--- config.mk ---
export PLATFORM = sky130hd
export DESIGN_NAME = abs_diff_cmp
export DESIGN_NICKNAME = d
export VERILOG_FILES = /design/src/rtl/abs_diff_cmp.sv
export SDC_FILE = /design/constraint.sdc
export NUM_CORES = 1
export LEC_CHECK = 0
export ABC_AREA = 1
export CAP_MARGIN = 20
export CORE_MARGIN = 2
export CORE_UTILIZATION = 50
export DETAILED_ROUTE_END_ITERATION = 10
export GPL_TIMING_DRIVEN = 0
export PLACE_DENSITY_LB_ADDON = 0.3
export REMOVE_ABC_BUFFERS = 1
export SLEW_MARGIN = 20
export SYNTH_ARGS = -nofsm -noshare
export SYNTH_HDL_FRONTEND = slang
export SYNTH_SLANG_ARGS = --single-unit
--- constraint.sdc ---
create_clock -name vclk -period 2.3
set_input_delay 0.23 -clock vclk [all_inputs]
set_output_delay 0.23 -clock vclk [all_outputs]
set_load 0.01 [all_outputs]
--- src/rtl/abs_diff_cmp.sv ---
// rtl/abs_diff_cmp.sv - signed absolute difference of two samples against a tolerance
module abs_diff_cmp #(
    parameter int DATA_WIDTH = 16,
    parameter int TOLERANCE  = 0
) (
    input  logic [DATA_WIDTH-1:0] actual,
    input  logic [DATA_WIDTH-1:0] expected,
    output logic                  mismatch
);

    localparam logic [DATA_WIDTH:0] TOL = (DATA_WIDTH + 1)'(TOLERANCE);

    logic signed [DATA_WIDTH:0] delta;
    logic        [DATA_WIDTH:0] magnitude;

    // One extra bit keeps the full-scale difference (e.g. min minus max) representable.
    assign delta     = $signed({actual[DATA_WIDTH-1], actual}) - $signed({expected[DATA_WIDTH-1], expected});
    assign magnitude = delta[DATA_WIDTH] ? $unsigned(-delta) : $unsigned(delta);
    assign mismatch  = magnitude > TOL;

endmodule

==> results of run 1 <==
## synthesized netlist by cell type
library cell and n:
a21oi_1 14, and2_1 1, buf_4 2, buf_6 1, fa_1 1, ha_1 16
inv_1 67, inv_2 1, nand2_1 137, nand2_2 7, nand3_1 50, nand3_2 2
nand3b_1 2, nand4_1 3, nor2_1 40, o21ai_0 7, o21ai_1 1, xor2_1 2
## stage by stage
step,utilization,hold WS (ns)
2_1_floorplan,-,1.04
3_3_place_gp,0.647,2.02
3_5_place_dp,0.647,2.04
4_1_cts,0.879,1.50
## logic make-up after synthesis
logic type	after synthesis	share of synthesized area
buffers and inverters	71	0.171
adders and majority gates	17	0.134
AOI/OAI and AO/OA	22	0.0668
xor gates and xnor gates	2	0.0106
and+or+nand+nor	242	0.618
## timing repair
item / CTS
pin swaps: 53
setup buffers: 32
gates resized for setup: 166
hold buffers: 0
setup endpoints to repair: 1
cloned: 2
==> impl_metrics.py, run 1 <==
metrics = {
    "outcome": {
        "status": "stopped before the end",
        "stop_stage": "global routing",
        "tool.error": "[ERROR DPL-0038] Utilization greater than 100%, impossible to legalize",
    },
    "sta": {
        "worst-endpoint-pin-kind": "output port",
        "worst_endpoint": "mismatch",
    },
    "grt": {
        "grt_start_max_net_pins": 11,
    },
    "logic_synthesis": {
        "ys_warn_count": 0,
        "yosys.area.top_type_share": 0.312,
        "synth_top_area_cell": "nand2_1",
        "synthCells": 354,
        "netlist_area_sq_mm": 0.00165,
        "yosysSeqAreaShare": 0,
        "synth_area_leaders": "nand2_1 (31%), inv_1 (15%), nand3_1 (15%), ha_1 (12%), nor2_1 (9.1%)",
        "syn_area_per_cell_sq_um": 4.65,
        "synth.distinct_cells": 18,
    },
    "floorplan": {
        "die_y_microns": 61.4,
        "io_pins": 33,
        "start_util": 0.531,
        "num_rows": 20,
        "chipWidth_microns": 61.4,
    },
    "placed_design": {
        "gp_congestion": 0.910,
        "pre_cts_ws_ns": -1.36,
        "dp.cells": 428,
        "placed_area_sq_mm": 0.00201,
        "portBuffers": 33,
        "dp_hpwl_mm": 3.51,
    },
}
==> run 2, diff against run 1 <==
CORE_UTILIZATION = 40   (was 50)
PLACE_DENSITY_LB_ADDON = 0.15   (was 0.3)
clock period = 2.99 ns   (was 2.3 ns; I/O delays follow)
==> run 2 against run 1 <==
The run now ends clean. Synthesized cell count unchanged. Area after synthesis is the same.
==> impl_metrics.py, run 2 <==
metrics = {
    "outcome": {
        "status": "completed",
    },
    "critical_path": {
        "cpMostUsedCell": "nand2_4",
        "crit_type": "primary input to primary output",
        "required_ns": 2.69,
        "critPathBufInv": 3,
        "cp_top_family": "simple AND/OR/NAND/NOR gates",
        "start_kind": "primary input",
        "max_stage_delay_ns": 0.45,
        "cp_slowest_cell": "clkdlybuf4s50_1",
        "worstSetupEndpointType": "primary output",
        "worstPathMaxFanout": 10,
        "crit_chain": "clkdlybuf4s50_1 > inv_1 > ha_4 > nand2_4 > nor2_2 > nand2_2 > nand2_4 > nand3_4 > nand3_4 > nand2_4 > a21oi_1 > nand3_1 > nor2_1 > nand3_1 > buf_2",
        "arrival_ns": 2.60,
    },
    "sta": {
        "hold_viol": 0,
        "tightest_slew_ns": 0.296,
        "fmax_ghz": 0.344,
        "fin_crit_sh": 0.971,
        "period_needed_ns": 2.90,
        "setup_viol": 0,
        "tns_ns": 0,
        "slew_violations": 0,
        "holdWs_ns": 1.56,
        "relSlewSlack": 0.802,
    },
    "power_and_ir_drop": {
        "leakagePower_nw": 1.49,
        "max-vdd-ir-drop_mv": 0.131,
        "report.power.total_uw": 697,
        "power_density_mw_per_mm2": 243,
    },
    "floorplan": {
        "die_area_sq_mm": 0.00465,
        "io_pins": 33,
        "num_rows": 23,
        "start_util": 0.415,
        "chipWidth_microns": 68.2,
        "die_y_microns": 68.2,
        "core_region_area_sq_mm": 0.00397,
    },
    "finish": {
        "seqCellArea_sq_um": 0,
        "seq_cell_count": 0,
        "layout_commonest_cell": "nand2_1",
        "final_util": 0.722,
        "nNetsFinal": 454,
        "multi_input_area_sq_mm": 0.00207,
        "nFillCells": 310,
        "num_antenna_cells": 0,
        "syn2layout_area_growth_pct": 74.0,
        "postLayoutCellArea_sq_mm": 0.00287,
        "clkbuf_count": 0,
        "layout-drive-gt1-share": 0.422,
        "layout_common_cells": "nand2_1 (79), inv_1 (46), nand2_2 (46), nand3_1 (32), nor2_1 (23)",
    },
    "route": {
        "dr.pass1.iters": 4,
        "route.vias.total": 2319,
        "via_per_inst": 5.12,
        "drc": 0,
        "wl_per_cell_microns": 12.5,
        "ant_nets": 0,
        "drt-initial-drc-count": 133,
        "wl_mm": 5.67,
    },
    "logic_synthesis": {
        "synth.distinct_cells": 18,
        "ys_top_cells_by_count": "nand2_1 (137), inv_1 (67), nand3_1 (50)",
        "synth_most_common_cell": "nand2_1",
        "synth_top_family_by_area": "simple AND/OR/NAND/NOR gates",
        "syn_area_per_cell_sq_um": 4.65,
        "synth_top_area_cell": "nand2_1",
        "yosysSeqAreaShare": 0,
        "synth_area_leaders": "nand2_1 (31%), inv_1 (15%), nand3_1 (15%), ha_1 (12%), nor2_1 (9.1%)",
        "yosys.area.top_type_share": 0.312,
        "synthCells": 354,
        "synth_compound_area_frac": 0.0668,
        "synth_adder_area_share": 0.134,
        "synthMuxAreaShare": 0,
        "netlist_area_sq_mm": 0.00165,
        "ys_warn_count": 0,
        "synth_simple_gate_area_frac": 0.618,
        "synth_xor_area_frac": 0.0106,
    },
    "placed_design": {
        "placed_area_sq_mm": 0.00201,
        "dp_hpwl_mm": 3.62,
        "portBuffers": 33,
        "gp_congestion": 0.850,
    },
    "grt": {
        "grt_pass1_wl_mm": 7.85,
        "grt_start_max_net_pins": 11,
        "grtUsageTotal": 0.207,
        "overflow": 0,
        "antenna_found_initial": 0,
        "grt_pass1_vias": 1931,
    },
    "min_path": {
        "hold_class": "primary input to primary output",
    },
    "flow_run": {
        "cap_violations": 0,
    },
    "clocking": {
        "postCtsHoldBufs": 0,
    },
}
==> run 2: cell counts after synthesis <==
No cell type changed its count.
==> run 2: logic make-up (layout without fill, tap and decap cells) <==
group | count (synthesis) | count (layout)
buffers and inverters | 71 | 118
adders and majority gates | 17 | 17
AOI/OAI and AO/OA | 22 | 22
xor gates and xnor gates | 2 | 2
and+or+nand+nor | 242 | 244
==> run 2: metrics by stage <==
step | setup WS [ns] | cells
after global routing | -0.116 | 453
after CTS | 0.000411 | 440
after detailed placement | -0.817 | 434
final | 0.0865 | 453
after global placement | -0.800 | 434
after floorplan | 0.413 | 351
==> run 2: final cells by class <==
cell class / instances / area share
inverter: 68 / 0.0908
multi-input combinational: 285 / 0.721
tap: 50 / 0.0218
timing repair buffer: 50 / 0.167
==> run 2: what timing repair did <==
item	4_1_cts	5_1_grt
setup endpoints to repair	1	1
pin swaps	17	61
gates cloned	2	0
buffers inserted	4	13
gates resized for setup	32	181
==> run 2: routing by layer <==
metal / vias to the layer above / routed length [microns] / track usage
li1: 1200 / - / -
met5: - / 0 / 0
met3: 8 / 220 / 0.00329
met4: 0 / 59 / 0.0150
met1: 1049 / 2440 / 0.278
met2: 62 / 2950 / 0.385
==> run 2: power breakdown <==
group          switching, mW  internal, mW  total [mW]  leakage, nW
clock                      0             0           0            0
sequential                 0             0           0            0
combinational          0.419         0.278       0.697         1.49
total                  0.419         0.278       0.697         1.49
==> run 2: worst paths after layout <==
kind | endpoint | from | cells after the start | slack, ns
setup / recovery | mismatch | expected[7] | 15 | 0.09
hold / removal | mismatch | expected[10] | 12 | 1.56
No activity file was read; power rests on OpenSTA's default activity.
==> run 3, diff against run 2 <==
ABC_AREA = unset   (was 1)
CORE_AREA = 2 2 63 65   (was unset)
CORE_MARGIN = unset   (was 2)
CORE_UTILIZATION = unset   (was 40)
DIE_AREA = 0 0 65 67   (was unset)
SKIP_LAST_GASP = 1   (was unset)
==> run 3 against run 2 <==
The flow now finishes with violations (setup timing). Non-clock buffer count rose by 7. Via count fell by 28%. Total power decreased by 19%. Area after synthesis shrank 19%. Clock-buffer cell count unchanged. Critical path type unchanged.
==> impl_metrics.py, run 3 <==
metrics = {
    "outcome": {
        "status": "complete, but fails checks",
        "violations": "setup timing",
    },
    "power_and_ir_drop": {
        "p_int_uw": 278,
        "report.power.total_uw": 562,
        "max-vdd-ir-drop_mv": 0.111,
        "power_density_mw_per_mm2": 249,
        "leakagePower_nw": 0.958,
        "sequentialPowerShare": 0,
        "swShare": 0.506,
        "pwr-share-comb": 1.000,
        "switchingPower_uw": 284,
        "clockPowerShare": 0,
    },
    "finish": {
        "final_cells": 292,
        "seq_cell_count": 0,
        "layout_commonest_cell": "buf_4",
        "syn2layout_area_growth_pct": 68.6,
        "num_antenna_cells": 0,
        "multi_input_area_sq_mm": 0.00160,
        "seqCellArea_sq_um": 0,
        "layout-drive-gt1-share": 0.377,
        "nNetsFinal": 295,
        "clkbuf_count": 0,
        "nFillCells": 310,
        "layout_common_cells": "buf_4 (23), clkdlybuf4s50_1 (16), a21oi_1 (13), inv_1 (11), nand2_1 (10)",
    },
    "logic_synthesis": {
        "synth_top_area_cell": "ha_1",
        "synth_most_common_cell": "a21oi_1",
        "synthCells": 192,
        "yosysSeqAreaShare": 0,
        "syn_area_per_cell_sq_um": 6.96,
        "yosys.area.top_type_share": 0.150,
        "synth.distinct_cells": 56,
        "ys_warn_count": 0,
        "ys_top_cells_by_count": "a21oi_1 (20), inv_1 (19), ha_1 (16)",
        "netlist_area_sq_mm": 0.00134,
        "synth_area_leaders": "ha_1 (15%), a21oi_1 (7.5%), inv_1 (5.3%), a21o_1 (3.9%), o21ai_0 (3.4%)",
    },
    "flow_run": {
        "cap_violations": 0,
    },
    "critical_path": {
        "arrival_ns": 3.20,
        "critPathLaunch": "actual[0]",
        "crit_end": "mismatch",
        "start_kind": "primary input",
        "worstPathMaxFanout": 3,
        "crit_type": "primary input to primary output",
        "required_ns": 2.69,
        "worstSetupEndpointType": "primary output",
    },
    "sta": {
        "relSlewSlack": 0.639,
        "setup_viol": 1,
        "fin_crit_sh": 1.17,
        "period_needed_ns": 3.50,
        "hold_viol": 0,
        "setup_slack_ns": -0.509,
        "slew_violations": 0,
        "rsz0062_at_grt": "true",
        "tns_ns": -0.509,
        "tightest_slew_ns": 0.537,
        "fmax_ghz": 0.286,
    },
    "grt": {
        "antenna_found_initial": 0,
        "grtUsageTotal": 0.171,
        "grt_pass1_wl_mm": 6.27,
        "overflow": 0,
        "grt_pass1_vias": 1482,
        "grt_start_max_net_pins": 14,
    },
    "floorplan": {
        "num_rows": 22,
        "chipWidth_microns": 65,
        "start_util": 0.371,
        "core_region_area_sq_mm": 0.00361,
        "die_y_microns": 67,
        "die_area_sq_mm": 0.00436,
        "io_pins": 33,
    },
    "placed_design": {
        "dp.cells": 268,
        "gp_congestion": 0.888,
        "pre_cts_ws_ns": -1.49,
        "portBuffers": 33,
        "dp_hpwl_mm": 2.61,
    },
    "min_path": {
        "hold_class": "primary input to primary output",
    },
    "route": {
        "ant_nets": 0,
        "via_per_inst": 5.72,
        "wl_mm": 4.02,
        "drt-initial-drc-count": 110,
        "dr.pass1.iters": 4,
        "wl_per_cell_microns": 13.8,
        "drc": 0,
        "route.vias.total": 1669,
    },
    "clocking": {
        "postCtsHoldBufs": 0,
    },
}
## run 3: cell count changes in the layout (fill, tap and decap cells not counted), sizes merged, moves of 5 or more
cell and change:
nand2 -136, inv -49, o211ai +5, a21o +8
nor3 +7, buf +9, a21oi +6, nand3 -47
nor4 +6, nor2 -30
## run 3: cell type report
type	instances	area share
multi-input combinational	168	0.708
timing repair buffer	57	0.232
inverter	19	0.0328
tap	48	0.0267
## run 3: how the worst min path moves through the flow
stage	from	to	slack [ns]	cells after the start
6_report	actual[15]	mismatch	1.36	7
5_1_grt	actual[15]	mismatch	1.44	7
4_1_cts	expected[0]	mismatch	1.41	7
3_5_place_dp	expected[15]	mismatch	2.08	8
3_3_place_gp	expected[15]	mismatch	2.11	8
2_1_floorplan	actual[15]	mismatch	1.17	5
## run 3: what timing repair did
item | 4_1_cts | 5_1_grt
resized for setup | 65 | 41
buffers inserted | 13 | 11
pin swaps | 22 | 23
setup endpoints to repair | 1 | 1
## run 3: worst max-delay path: stages
cell	delay [ns]
buf_8	0.07
inv_4	0.03
ha_4	0.15
fa_2	0.34
or2b_4	0.29
a21oi_4	0.18
xor2_4	0.11
buf_6	0.13
a2111oi_4	0.32
or4b_4	0.50
o311ai_2	0.08
o211ai_1	0.15
nor4_2	0.26
o211ai_1	0.12
buf_2	0.16
## run 3: kinds of logic after synthesis
| family | synth area share |
|---|---|
| xor+xnor | 0.0459 |
| buf+inv | 0.0730 |
| simple gates | 0.303 |
| fa+ha+maj | 0.165 |
| compound gates | 0.413 |
## run 3: routing by layer
layer / wire length [microns] / global-route usage / vias up
met5: 0 / 0 / -
met4: 0 / 0.0106 / 0
met3: 67 / 0.00338 / 0
met2: 1980 / 0.308 / 25
met1: 1970 / 0.236 / 789
li1: - / - / 855
## run 3: stage by stage
stage,util,hold WS [ns],area [sq um]
after detailed placement,0.472,2.08,1700
after global placement,0.472,2.11,1700
after CTS,0.564,1.41,2030
after global routing,0.625,1.44,2250
after floorplan,-,1.17,1310
final,0.625,1.36,2250
## run 3: power groups by stage
stage | clock network (mW) | logic (mW) | registers [mW]
3_3_place_gp | 0 | 0.372 | 0
2_1_floorplan | 0 | 0.271 | 0
3_5_place_dp | 0 | 0.370 | 0
5_1_grt | 0 | 0.611 | 0
4_1_cts | 0 | 0.482 | 0
6_report | 0 | 0.562 | 0
==> edit: new RTL, config.mk and constraints of run 2 <==
Set the parameter `DATA_WIDTH` to 14 (it was 16).
--- a/src/rtl/abs_diff_cmp.sv
+++ b/src/rtl/abs_diff_cmp.sv
@@ -1,5 +1,5 @@
 // rtl/abs_diff_cmp.sv - signed absolute difference of two samples against a tolerance
 module abs_diff_cmp #(
-    parameter int DATA_WIDTH = 16,
+    parameter int DATA_WIDTH = 14,
     parameter int TOLERANCE  = 0
 ) (
Ports: changed (resized actual and expected); port bits go from 33 to 29. No check against the original RTL was run, so the function may have changed too.
==> edit against run 2 <==
Via count decreased by 10%; wire length decreased by 10%; total power decreased by 10%; final area decreased by 12%; setup slack got worse by 0.066 ns; area after synthesis decreased by 12%; highest routed layer unchanged.
==> edit: results <==
{
  "arrival_ns": 2.67,
  "finalNonFillerCells": 399,
  "worst_hold_path.num_cells": 14,
  "hold_class": "in -> out",
  "antenna_cells": 0,
  "netlist_instances": 300,
  "peakVddDrop_v": 0.000127,
  "seq_cell_count": 0,
  "place_congestion": 0.880,
  "grt.total_usage": 0.191,
  "slowest_stage": "clkdlybuf4s50_1",
  "portBuffers": 29,
  "setup_violations": 0,
  "antenna_found_initial": 0,
  "wl_um": 5080,
  "drive_above_1_share": 0.405,
  "power_leakage_nw": 1.31,
  "synthTopCellsByCount": "nand2_1 (112), inv_1 (54), nand3_1 (42), nor2_1 (25), ha_1 (14)",
  "ys_types": 23,
  "dp_hpwl_um": 2910,
  "ys_warn_count": 0,
  "synth_area_leaders": "nand2_1 (29%), nand3_1 (15%), inv_1 (14%)",
  "grt_max_degree": 11,
  "synth.top_cell.area_share": 0.290,
  "seq_area_frac_synth": 0,
  "dp.cells": 373,
  "path_max_fanout": 7,
  "cp_slowest_stage_delay_ns": 0.49,
  "num_vias": 2087,
  "grt_pass1_vias": 1636,
  "postPlaceCellArea_sq_um": 1780,
  "tightestPinTransition_ns": 0.260,
  "dr.pass1.iters": 4,
  "first_iter_violations": 185,
  "status": "completed",
  "clock_buffer_count": 0,
  "grt_pass1_wl_um": 6770
}
-- edit: worst paths after layout --
kind,from,endpoint,slack [ns]
worst max-delay path,expected[2],mismatch,0.02
worst min-delay path,expected[5],mismatch,1.69
-- edit: cell type report --
cell class | instances | area [sq um]
multi-input cells | 241 | 1750
fillers | 266 | 888
repair buffers | 53 | 493
inverters | 59 | 224
well taps | 46 | 57.6
-- edit: critical path, delay by kind of cell --
family,cells,cell delay (ns)
fa+ha+maj,1,0.32
simple gates,12,1.15
buf+inv,4,0.78
xor+xnor,1,0.12
-- edit: metrics by stage --
step	TNS (ns)	setup slack [ns]
after floorplan	0	0.417
after global placement	-0.708	-0.708
after detailed placement	-0.740	-0.740
after CTS	0	0.00534
after global routing	-0.163	-0.163
final	0	0.0200
-- edit: report_power, final --
group          switching (mW)  leakage, nW  internal, mW
registers                   0            0             0
logic                   0.362         1.31         0.263
clock network               0            0             0
-- edit: what timing repair did --
item	4_1_cts	5_1_grt
pin swaps	23	52
gates cloned	2	0
resized for setup	36	111
buffers inserted	7	18
setup endpoints to repair	1	1
-- edit: cells by family (layout without fill, tap and decap cells) --
kind of cell / count (synthesis) / in the layout / synth area share
and+or+nand+nor: 207 / 209 / 0.626
xor gates and xnor gates: 4 / 4 / 0.0242
adders and majority gates: 15 / 15 / 0.135
AOI/OAI and AO/OA: 13 / 13 / 0.0492
buffers and inverters: 61 / 112 / 0.166
-- edit: metal layers --
metal  track usage  part of all wire
met1         0.271              0.42
met2         0.339              0.52
met3       0.00176             0.042
met4        0.0133             0.019
met5             0                 0
